<file path="src/rtl/usb_packet_rx_if.sv">
// Bit-level receive bus between the NRZI/de-stuff front end and the USB packet receiver.
interface usb_packet_rx_if #(
    parameter int unsigned MAX_BYTES = 64
);
    localparam int unsigned CNT_W = $clog2(MAX_BYTES + 3);

    logic             bit_in;
    logic             bit_valid;
    logic             bus_sop;
    logic             bus_eop;
    logic [6:0]       dev_addr;
    logic [7:0]       byte_out;
    logic             byte_valid;
    logic [3:0]       pid;
    logic             pid_valid;
    logic [6:0]       addr;
    logic [3:0]       endp;
    logic [10:0]      frame;
    logic             addr_match;
    logic [CNT_W-1:0] byte_count;
    logic             pkt_done;
    logic             pkt_good;
    logic             err_pid;
    logic             err_crc;
    logic             err_len;
    logic             err_align;

    modport master (
        output bit_in, bit_valid, bus_sop, bus_eop, dev_addr,
        input  byte_out, byte_valid, pid, pid_valid, addr, endp, frame, addr_match,
               byte_count, pkt_done, pkt_good, err_pid, err_crc, err_len, err_align
    );

    modport slave (
        input  bit_in, bit_valid, bus_sop, bus_eop, dev_addr,
        output byte_out, byte_valid, pid, pid_valid, addr, endp, frame, addr_match,
               byte_count, pkt_done, pkt_good, err_pid, err_crc, err_len, err_align
    );
endinterface

</file>
<file path="src/rtl/usb_packet_rx.sv">
// USB packet receiver: PID decode, token field capture, CRC5/CRC16 check and
// DATA byte delivery through a two-byte holdback that swallows the CRC16 bytes.
module usb_packet_rx #(
    parameter int unsigned MAX_BYTES   = 64,
    parameter int unsigned ADDR_FILTER = 1
) (
    input logic            clk48,
    input logic            reset,
    usb_packet_rx_if.slave bus
);
    localparam int unsigned      CNT_W   = $clog2(MAX_BYTES + 3);
    localparam logic [CNT_W-1:0] CNT_ONE = CNT_W'(1);
    localparam logic [CNT_W-1:0] CNT_TWO = CNT_W'(2);
    localparam logic [CNT_W-1:0] CNT_MAX = CNT_W'(MAX_BYTES + 2);
    localparam logic [CNT_W-1:0] CNT_SAT = CNT_W'(MAX_BYTES + 3);

    typedef enum logic [1:0] {S_IDLE, S_PID, S_PAYLOAD, S_DONE} state_t;

    state_t      state, state_nx;
    logic [6:0]  pid_sr;
    logic [2:0]  pid_bits;
    logic [6:0]  byte_sr;
    logic [2:0]  bit_idx;
    logic [7:0]  hold0, hold1;
    logic [4:0]  crc5;
    logic [15:0] crc16;

    logic        take_c, pid_bit_c, pid_last_c, pid_ok_c, pay_bit_c, byte_end_c;
    logic        frame_bit_c, emit_c, eop_c;
    logic [7:0]  pid_byte_c, new_byte_c;
    logic [4:0]  crc5_nx_c;
    logic [15:0] crc16_nx_c;
    logic        is_token_c, is_hs_c, is_data_c;
    logic        len_c, crc_c, align_c, match_c, good_c;

    assign bus.addr = bus.frame[6:0];
    assign bus.endp = bus.frame[10:7];

    always_ff @(posedge clk48) begin
        if (reset) state <= S_IDLE;
        else       state <= state_nx;
    end

    always_comb begin
        state_nx = state;
        if (bus.bus_sop) begin
            state_nx = S_PID;
        end else begin
            case (state)
                S_PID: begin
                    if (bus.bus_eop)                               state_nx = S_DONE;
                    else if (bus.bit_valid && pid_bits == 3'd7)    state_nx = S_PAYLOAD;
                end
                S_PAYLOAD: if (bus.bus_eop) state_nx = S_DONE;
                S_DONE:    state_nx = S_IDLE;
                default:   state_nx = S_IDLE;
            endcase
        end
    end

    // Per-cycle strobes and end-of-packet verdict feeding the registered outputs.
    always_comb begin
        take_c      = bus.bit_valid && !bus.bus_eop && !bus.bus_sop &&
                      (state == S_PID || state == S_PAYLOAD);
        pid_bit_c   = take_c && (state == S_PID);
        pid_last_c  = pid_bit_c && (pid_bits == 3'd7);
        pid_byte_c  = {bus.bit_in, pid_sr};
        pid_ok_c    = (pid_byte_c[3:0] == ~pid_byte_c[7:4]) && (pid_byte_c[3:0] != 4'h0);
        pay_bit_c   = take_c && (state == S_PAYLOAD);
        byte_end_c  = pay_bit_c && (bit_idx == 3'd7);
        new_byte_c  = {bus.bit_in, byte_sr};
        frame_bit_c = pay_bit_c && (bus.byte_count == '0 ||
                                    (bus.byte_count == CNT_ONE && bit_idx < 3'd3));
        eop_c       = bus.bus_eop && !bus.bus_sop && (state == S_PID || state == S_PAYLOAD);
        crc5_nx_c   = {crc5[3:0], 1'b0} ^ ((crc5[4] ^ bus.bit_in) ? 5'h05 : 5'h00);
        crc16_nx_c  = {crc16[14:0], 1'b0} ^ ((crc16[15] ^ bus.bit_in) ? 16'h8005 : 16'h0000);

        is_token_c = 1'b0;
        is_hs_c    = 1'b0;
        is_data_c  = 1'b0;
        case (bus.pid)
            4'h1, 4'h9, 4'h5, 4'hD: is_token_c = 1'b1;
            4'h2, 4'hA, 4'hE, 4'h6: is_hs_c    = 1'b1;
            4'h3, 4'hB, 4'h7, 4'hF: is_data_c  = 1'b1;
            default: ;
        endcase

        // Byte index n completing releases byte n-2 unless it lies past MAX_BYTES.
        emit_c = byte_end_c && is_data_c && bus.pid_valid &&
                 bus.byte_count >= CNT_TWO && bus.byte_count < CNT_MAX;

        len_c   = 1'b0;
        crc_c   = 1'b0;
        align_c = 1'b0;
        if (state == S_PID) begin
            len_c = 1'b1;
        end else if (is_token_c) begin
            len_c = !(bus.byte_count == CNT_TWO && bit_idx == 3'd0);
            crc_c = (crc5 != 5'h0C);
        end else if (is_hs_c) begin
            len_c = !(bus.byte_count == '0 && bit_idx == 3'd0);
        end else if (is_data_c) begin
            align_c = (bit_idx != 3'd0);
            len_c   = (bus.byte_count < CNT_TWO) || (bus.byte_count > CNT_MAX);
            crc_c   = (crc16 != 16'h800D);
        end else begin
            len_c = 1'b1;
        end

        match_c = (ADDR_FILTER == 0) || !is_token_c || (bus.pid == 4'h5) ||
                  (bus.frame[6:0] == bus.dev_addr);
        good_c  = bus.pid_valid && match_c && !len_c && !crc_c && !align_c;
    end

    always_ff @(posedge clk48) begin
        if (reset || bus.bus_sop) begin
            pid_sr         <= '0;
            pid_bits       <= '0;
            byte_sr        <= '0;
            bit_idx        <= '0;
            hold0          <= '0;
            hold1          <= '0;
            crc5           <= reset ? 5'h00 : 5'h1F;
            crc16          <= reset ? 16'h0000 : 16'hFFFF;
            bus.byte_out   <= '0;
            bus.byte_valid <= 1'b0;
            bus.pid        <= '0;
            bus.pid_valid  <= 1'b0;
            bus.frame      <= '0;
            bus.addr_match <= 1'b0;
            bus.byte_count <= '0;
            bus.pkt_done   <= 1'b0;
            bus.pkt_good   <= 1'b0;
            bus.err_pid    <= 1'b0;
            bus.err_crc    <= 1'b0;
            bus.err_len    <= 1'b0;
            bus.err_align  <= 1'b0;
        end else begin
            bus.byte_valid <= 1'b0;
            bus.pkt_done   <= 1'b0;
            bus.pkt_good   <= 1'b0;
            if (pid_bit_c) begin
                pid_sr   <= pid_byte_c[7:1];
                pid_bits <= pid_bits + 3'd1;
            end
            if (pid_last_c) begin
                bus.pid       <= pid_byte_c[3:0];
                bus.pid_valid <= pid_ok_c;
            end
            if (pay_bit_c) begin
                crc5    <= crc5_nx_c;
                crc16   <= crc16_nx_c;
                byte_sr <= new_byte_c[7:1];
                bit_idx <= bit_idx + 3'd1;
            end
            if (frame_bit_c) bus.frame <= {bus.bit_in, bus.frame[10:1]};
            if (byte_end_c) begin
                hold1 <= hold0;
                hold0 <= new_byte_c;
                if (bus.byte_count != CNT_SAT) bus.byte_count <= bus.byte_count + CNT_ONE;
            end
            if (emit_c) begin
                bus.byte_out   <= hold1;
                bus.byte_valid <= 1'b1;
            end
            if (eop_c) begin
                bus.pkt_done   <= 1'b1;
                bus.pkt_good   <= good_c;
                bus.addr_match <= match_c;
                bus.err_pid    <= !bus.pid_valid;
                bus.err_crc    <= crc_c;
                bus.err_len    <= len_c;
                bus.err_align  <= align_c;
            end
        end
    end
endmodule

</file>
<file path="src/flat_wrapper.sv">
// flat-port wrapper written by rule: the top's interface ports become plain ports
module usb_packet_rx_flat 
#(
    parameter int unsigned MAX_BYTES   = 64,
    parameter int unsigned ADDR_FILTER = 1
)
  (clk48, reset, bus_bit_in, bus_bit_valid, bus_bus_sop, bus_bus_eop, bus_dev_addr, bus_byte_out, bus_byte_valid, bus_pid, bus_pid_valid, bus_addr, bus_endp, bus_frame, bus_addr_match, bus_byte_count, bus_pkt_done, bus_pkt_good, bus_err_pid, bus_err_crc, bus_err_len, bus_err_align);
  usb_packet_rx_if #(.MAX_BYTES(MAX_BYTES)) bus_i ();
  input logic clk48;
  input logic reset;
  input wire logic [$bits(bus_i.bit_in)-1:0] bus_bit_in;
  input wire logic [$bits(bus_i.bit_valid)-1:0] bus_bit_valid;
  input wire logic [$bits(bus_i.bus_sop)-1:0] bus_bus_sop;
  input wire logic [$bits(bus_i.bus_eop)-1:0] bus_bus_eop;
  input wire logic [$bits(bus_i.dev_addr)-1:0] bus_dev_addr;
  output wire logic [$bits(bus_i.byte_out)-1:0] bus_byte_out;
  output wire logic [$bits(bus_i.byte_valid)-1:0] bus_byte_valid;
  output wire logic [$bits(bus_i.pid)-1:0] bus_pid;
  output wire logic [$bits(bus_i.pid_valid)-1:0] bus_pid_valid;
  output wire logic [$bits(bus_i.addr)-1:0] bus_addr;
  output wire logic [$bits(bus_i.endp)-1:0] bus_endp;
  output wire logic [$bits(bus_i.frame)-1:0] bus_frame;
  output wire logic [$bits(bus_i.addr_match)-1:0] bus_addr_match;
  output wire logic [$bits(bus_i.byte_count)-1:0] bus_byte_count;
  output wire logic [$bits(bus_i.pkt_done)-1:0] bus_pkt_done;
  output wire logic [$bits(bus_i.pkt_good)-1:0] bus_pkt_good;
  output wire logic [$bits(bus_i.err_pid)-1:0] bus_err_pid;
  output wire logic [$bits(bus_i.err_crc)-1:0] bus_err_crc;
  output wire logic [$bits(bus_i.err_len)-1:0] bus_err_len;
  output wire logic [$bits(bus_i.err_align)-1:0] bus_err_align;
  assign bus_i.bit_in = bus_bit_in;
  assign bus_i.bit_valid = bus_bit_valid;
  assign bus_i.bus_sop = bus_bus_sop;
  assign bus_i.bus_eop = bus_bus_eop;
  assign bus_i.dev_addr = bus_dev_addr;
  assign bus_byte_out = bus_i.byte_out;
  assign bus_byte_valid = bus_i.byte_valid;
  assign bus_pid = bus_i.pid;
  assign bus_pid_valid = bus_i.pid_valid;
  assign bus_addr = bus_i.addr;
  assign bus_endp = bus_i.endp;
  assign bus_frame = bus_i.frame;
  assign bus_addr_match = bus_i.addr_match;
  assign bus_byte_count = bus_i.byte_count;
  assign bus_pkt_done = bus_i.pkt_done;
  assign bus_pkt_good = bus_i.pkt_good;
  assign bus_err_pid = bus_i.err_pid;
  assign bus_err_crc = bus_i.err_crc;
  assign bus_err_len = bus_i.err_len;
  assign bus_err_align = bus_i.err_align;
  usb_packet_rx #(.MAX_BYTES(MAX_BYTES), .ADDR_FILTER(ADDR_FILTER)) u_core (.clk48(clk48), .reset(reset), .bus(bus_i));
endmodule
</file>
<file path="config.mk">
export PLATFORM = sky130hd
export DESIGN_NAME = usb_packet_rx_flat
export DESIGN_NICKNAME = d
export VERILOG_FILES = /design/src/rtl/usb_packet_rx_if.sv /design/src/rtl/usb_packet_rx.sv /design/src/flat_wrapper.sv
export SDC_FILE = /design/constraint.sdc
export NUM_CORES = 1
export LEC_CHECK = 0
export ABC_CLOCK_PERIOD_IN_PS = 3800
export CAP_MARGIN = 20
export CORE_UTILIZATION = 50
export DETAILED_ROUTE_END_ITERATION = 6
export PLACE_DENSITY = 0.72
export SETUP_SLACK_MARGIN = 0.15
export SYNTH_ARGS = -nofsm -noshare
export SYNTH_HDL_FRONTEND = slang
export SYNTH_SLANG_ARGS = --single-unit
</file>
<file path="constraint.sdc">
create_clock -name clk48 -period 3.8 [get_ports clk48]
set_clock_uncertainty 0.15 [all_clocks]
set_input_delay 0.76 -clock clk48 [delete_from_list [all_inputs] [get_ports clk48]]
set_output_delay 0.76 -clock clk48 [all_outputs]
set_load 0.05 [all_outputs]
</file>
==> results.yml <==
yosys:
  synth.most_common_cell: "nand2_1"
  syn_nets: 511
  yosysTopAreaCell: "dfxtp_1"
  netlist_instances: 487
  ys_async_sr_fraction_pct: 0
  synth_area_um2: 4330
  yosys-top-cells-count: "85 x nand2_1, 77 x dfxtp_1, 60 x nor2_1, 53 x a21oi_1, 24 x nand3_1"
  synth_ff_type: "dfxtp_1"
  yosys.cell_types.count: 51
  yosys.area.top_type_share_pct: 35.6
  synth_edf_count: 21
  ys_ff_latch: 98
  ys_seq_area_share_pct: 50.2
  avgSynthCellArea_um2: 8.88
  yosysWarningCount: 0
  synth.area.top_cells: "dfxtp_1 36%, edfxtp_1 15%, nand2_1 7.4%"
power_and_ir_drop:
  pwr-share-comb_pct: 6.3
  p_leak_uw: 0.00176
  pwr-share-clk_pct: 34.4
  worst_ir_drop_vdd_v: 0.000197
  p_int_uw: 1390
  power_density_nw_per_um2: 363
  switchingPower_uw: 478
  pwr-share-seq_pct: 59.3
  swShare_pct: 25.6
cts:
  path_clk_slew_ns: 0.10
  holdBufCountCts: 0
  cts_buffers: 9
  cts_root_buf: "clkbuf_8"
  clock_latency_ns: 0.37
  cts_tree: "built"
  cts.sinks: 98
  clock_tree.buffer_depth: 2
  htree_levels: 3
  post_cts_resized: 0
  cts_setup_buffers: 0
timing:
  slew_violations: 0
  hold-worst-slack_ns: 0.306
  grt_setup_unrepaired: "false"
  hold_viol: 0
  post-route-min-period_ns: 2.73
  setup_viol: 0
  setup_slack_ns: 1.07
  max_freq_mhz: 366
  final.setup.tns_ns: 0
  worst_pin_slew_ns: 0.782
  slew-limit-headroom_pct: 47.6
  min_period_over_period_pct: 71.8
outcome:
  status: "complete, no violations"
setup_path:
  crit_path_frequent_cell: "nand2_1"
  cp-end-kind: "register"
  critPathBufInv: 2
  critPathSlowestCell: "nor4b_4"
  path_class: "in -> reg"
  crit_path_start_kind: "input pin"
  worst_path_largest_cell_delay_ns: 0.57
  crit_chain: "clkdlybuf4s50_1, nor4b_4, nand2_1, nand2_1, buf_4"
  worstPathArrival_ns: 2.62
  worst_path_dominant_cell_family: "simple AND/OR/NAND/NOR gates"
  cp_max_fo: 21
  crit_required_ns: 3.69
floorplan:
  die-area_um2: 9030
  core_um2: 8300
  die_h_um: 95.0
  start_util_pct: 52.1
  boundaryPins: 63
  num_rows: 33
  chipWidth_um: 95.0
layout:
  nets: 556
  syn2layout_area_growth_pct: 18.8
  diodes: 0
  layout-drive-gt1-share_pct: 6.15
  multiInputGateArea_um2: 1920
  nFillCells: 735
  regArea_um2: 2170
  stdcell_count: 642
grt:
  track_usage_pct: 21.8
  overflow: 0
  grt_pass1_wl_um: 15300
  grt_pass1_vias: 3193
  grt_max_degree: 35
  antenna_found_initial: 0
drt:
  vias: 3500
  postRouteAntennaNets: 0
  drtIter0Drc: 167
  dr.pass1.iters: 4
  route.detailed.drc: 0
  totalWireLength_um: 9220
  vias_per_cell: 5.45
  routedWlPerCell_um: 14.4
placed_design:
  port_buffers: 62
  post-place-ws_ns: 0.717
  hpwl_um: 6420
  placed_cells: 626
  place_congestion: 0.855
min_path:
  hold_path_class: "reg -> reg"
job:
  cap_violations: 0
[path summary, 6_finish.rpt]
kind                                 from                           end  slack [ns]  depth (start not counted)
min          u_core.hold0[6]$_SDFFE_PN0P_  u_core.hold1[6]$_SDFFE_PN0P_        0.31                          2
min reg2reg  u_core.hold0[6]$_SDFFE_PN0P_  u_core.hold1[6]$_SDFFE_PN0P_        0.31                          2
max                           bus_bus_eop    u_core.crc16[12]$_DFFE_PP_        1.07                          5
max reg2reg  u_core.state[0]$_SDFFE_PP0P_    u_core.crc16[12]$_DFFE_PP_        1.17                          6
[layer usage]
| metal | share of wire, % | wire (um) | vias to the layer above | GRT usage [%] |
|---|---|---|---|---|
| li1 | - | - | 1738 | - |
| met1 | 48 | 4410 | 1678 | 30.0 |
| met2 | 48 | 4400 | 72 | 34.4 |
| met3 | 3.3 | 308 | 12 | 4.39 |
| met4 | 1.1 | 104 | 0 | 7.32 |
| met5 | 0 | 0 | - | 0 |
[power by group through the flow]
stage	combinational (uW)	sequential (uW)	clock (uW)
6_report	117	1110	641
2_1_floorplan	72.3	1130	0
3_3_place_gp	114	1130	0
5_1_grt	129	1110	691
3_5_place_dp	117	1130	0
4_1_cts	118	1110	654
[kinds of logic (layout without fill, tap and decap cells)]
family	Yosys count	count (layout)	synth area share [%]
AND/OR/NAND/NOR	207	207	21.9
flip-flops	98	98	50.2
AO/OA/AOI/OAI	86	86	11.8
buffers and inverters	50	100	5.38
XOR/XNOR	22	22	4.45
multiplexers	13	13	3.01
adder cells (fa/ha/maj)	11	11	3.18
[tightest hold or removal path, cell delays in order, from the launching register on]
cell	delay [ns]
dfxtp_1	0.32
nand2_1	0.05
a21oi_1	0.05
[layout make-up]
cell class                      instances  share of cell area, %
Sequential cell                        98                   42.3
Multi-Input combinational cell        339                   37.4
Timing Repair Buffer                   70                   13.2
Tap cell                              105                   2.56
Clock buffer                            9                   2.41
Clock inverter                          7                   1.14
Inverter                               14                   1.02
[cell usage in the layout (no fill, tap or decap), types with 3 or more instances in the layout]
cell type and count:
inv_1 14, nand4_1 5, nor4_1 7, xor2_1 16, edfxtp_1 21, ha_1 11, nand3_1 24, mux2i_1 13
o21ai_0 15, xnor2_1 6, nor3_1 3, clkdlybuf4s50_1 62, inv_6 3, dfxtp_1 77, nor2_1 60, nand2b_1 3
a21oi_1 53, buf_4 8, nand2_1 85, clkbuf_8 9
[registers in the layout (all words and copies together) (netlist names), 2 cells and up]
| name | flops |
|---|---|
| u_core.bit_idx | 3 |
| u_core.bus.byte_out | 8 |
| u_core.crc16 | 16 |
| u_core.bus.byte_count | 7 |
| u_core.bus.frame | 11 |
| u_core.crc5 | 5 |
| u_core.state | 2 |
| u_core.bus.pid | 4 |
| u_core.pid_sr | 7 |
| u_core.pid_bits | 3 |
| u_core.hold0 | 8 |
| u_core.byte_sr | 7 |
| u_core.hold1 | 8 |
[metrics by stage]
| stage | instance area (um^2) | utilization, % | total power [uW] |
|---|---|---|---|
| floorplan | 4330 | - | 1200 |
| global placement | 4960 | 59.7 | 1240 |
| detailed placement | 4960 | 59.7 | 1250 |
| CTS | 5140 | 61.9 | 1880 |
| global route | 5140 | 61.9 | 1930 |
| finish | 5140 | 61.9 | 1860 |
(Power assumes the default switching activity.)
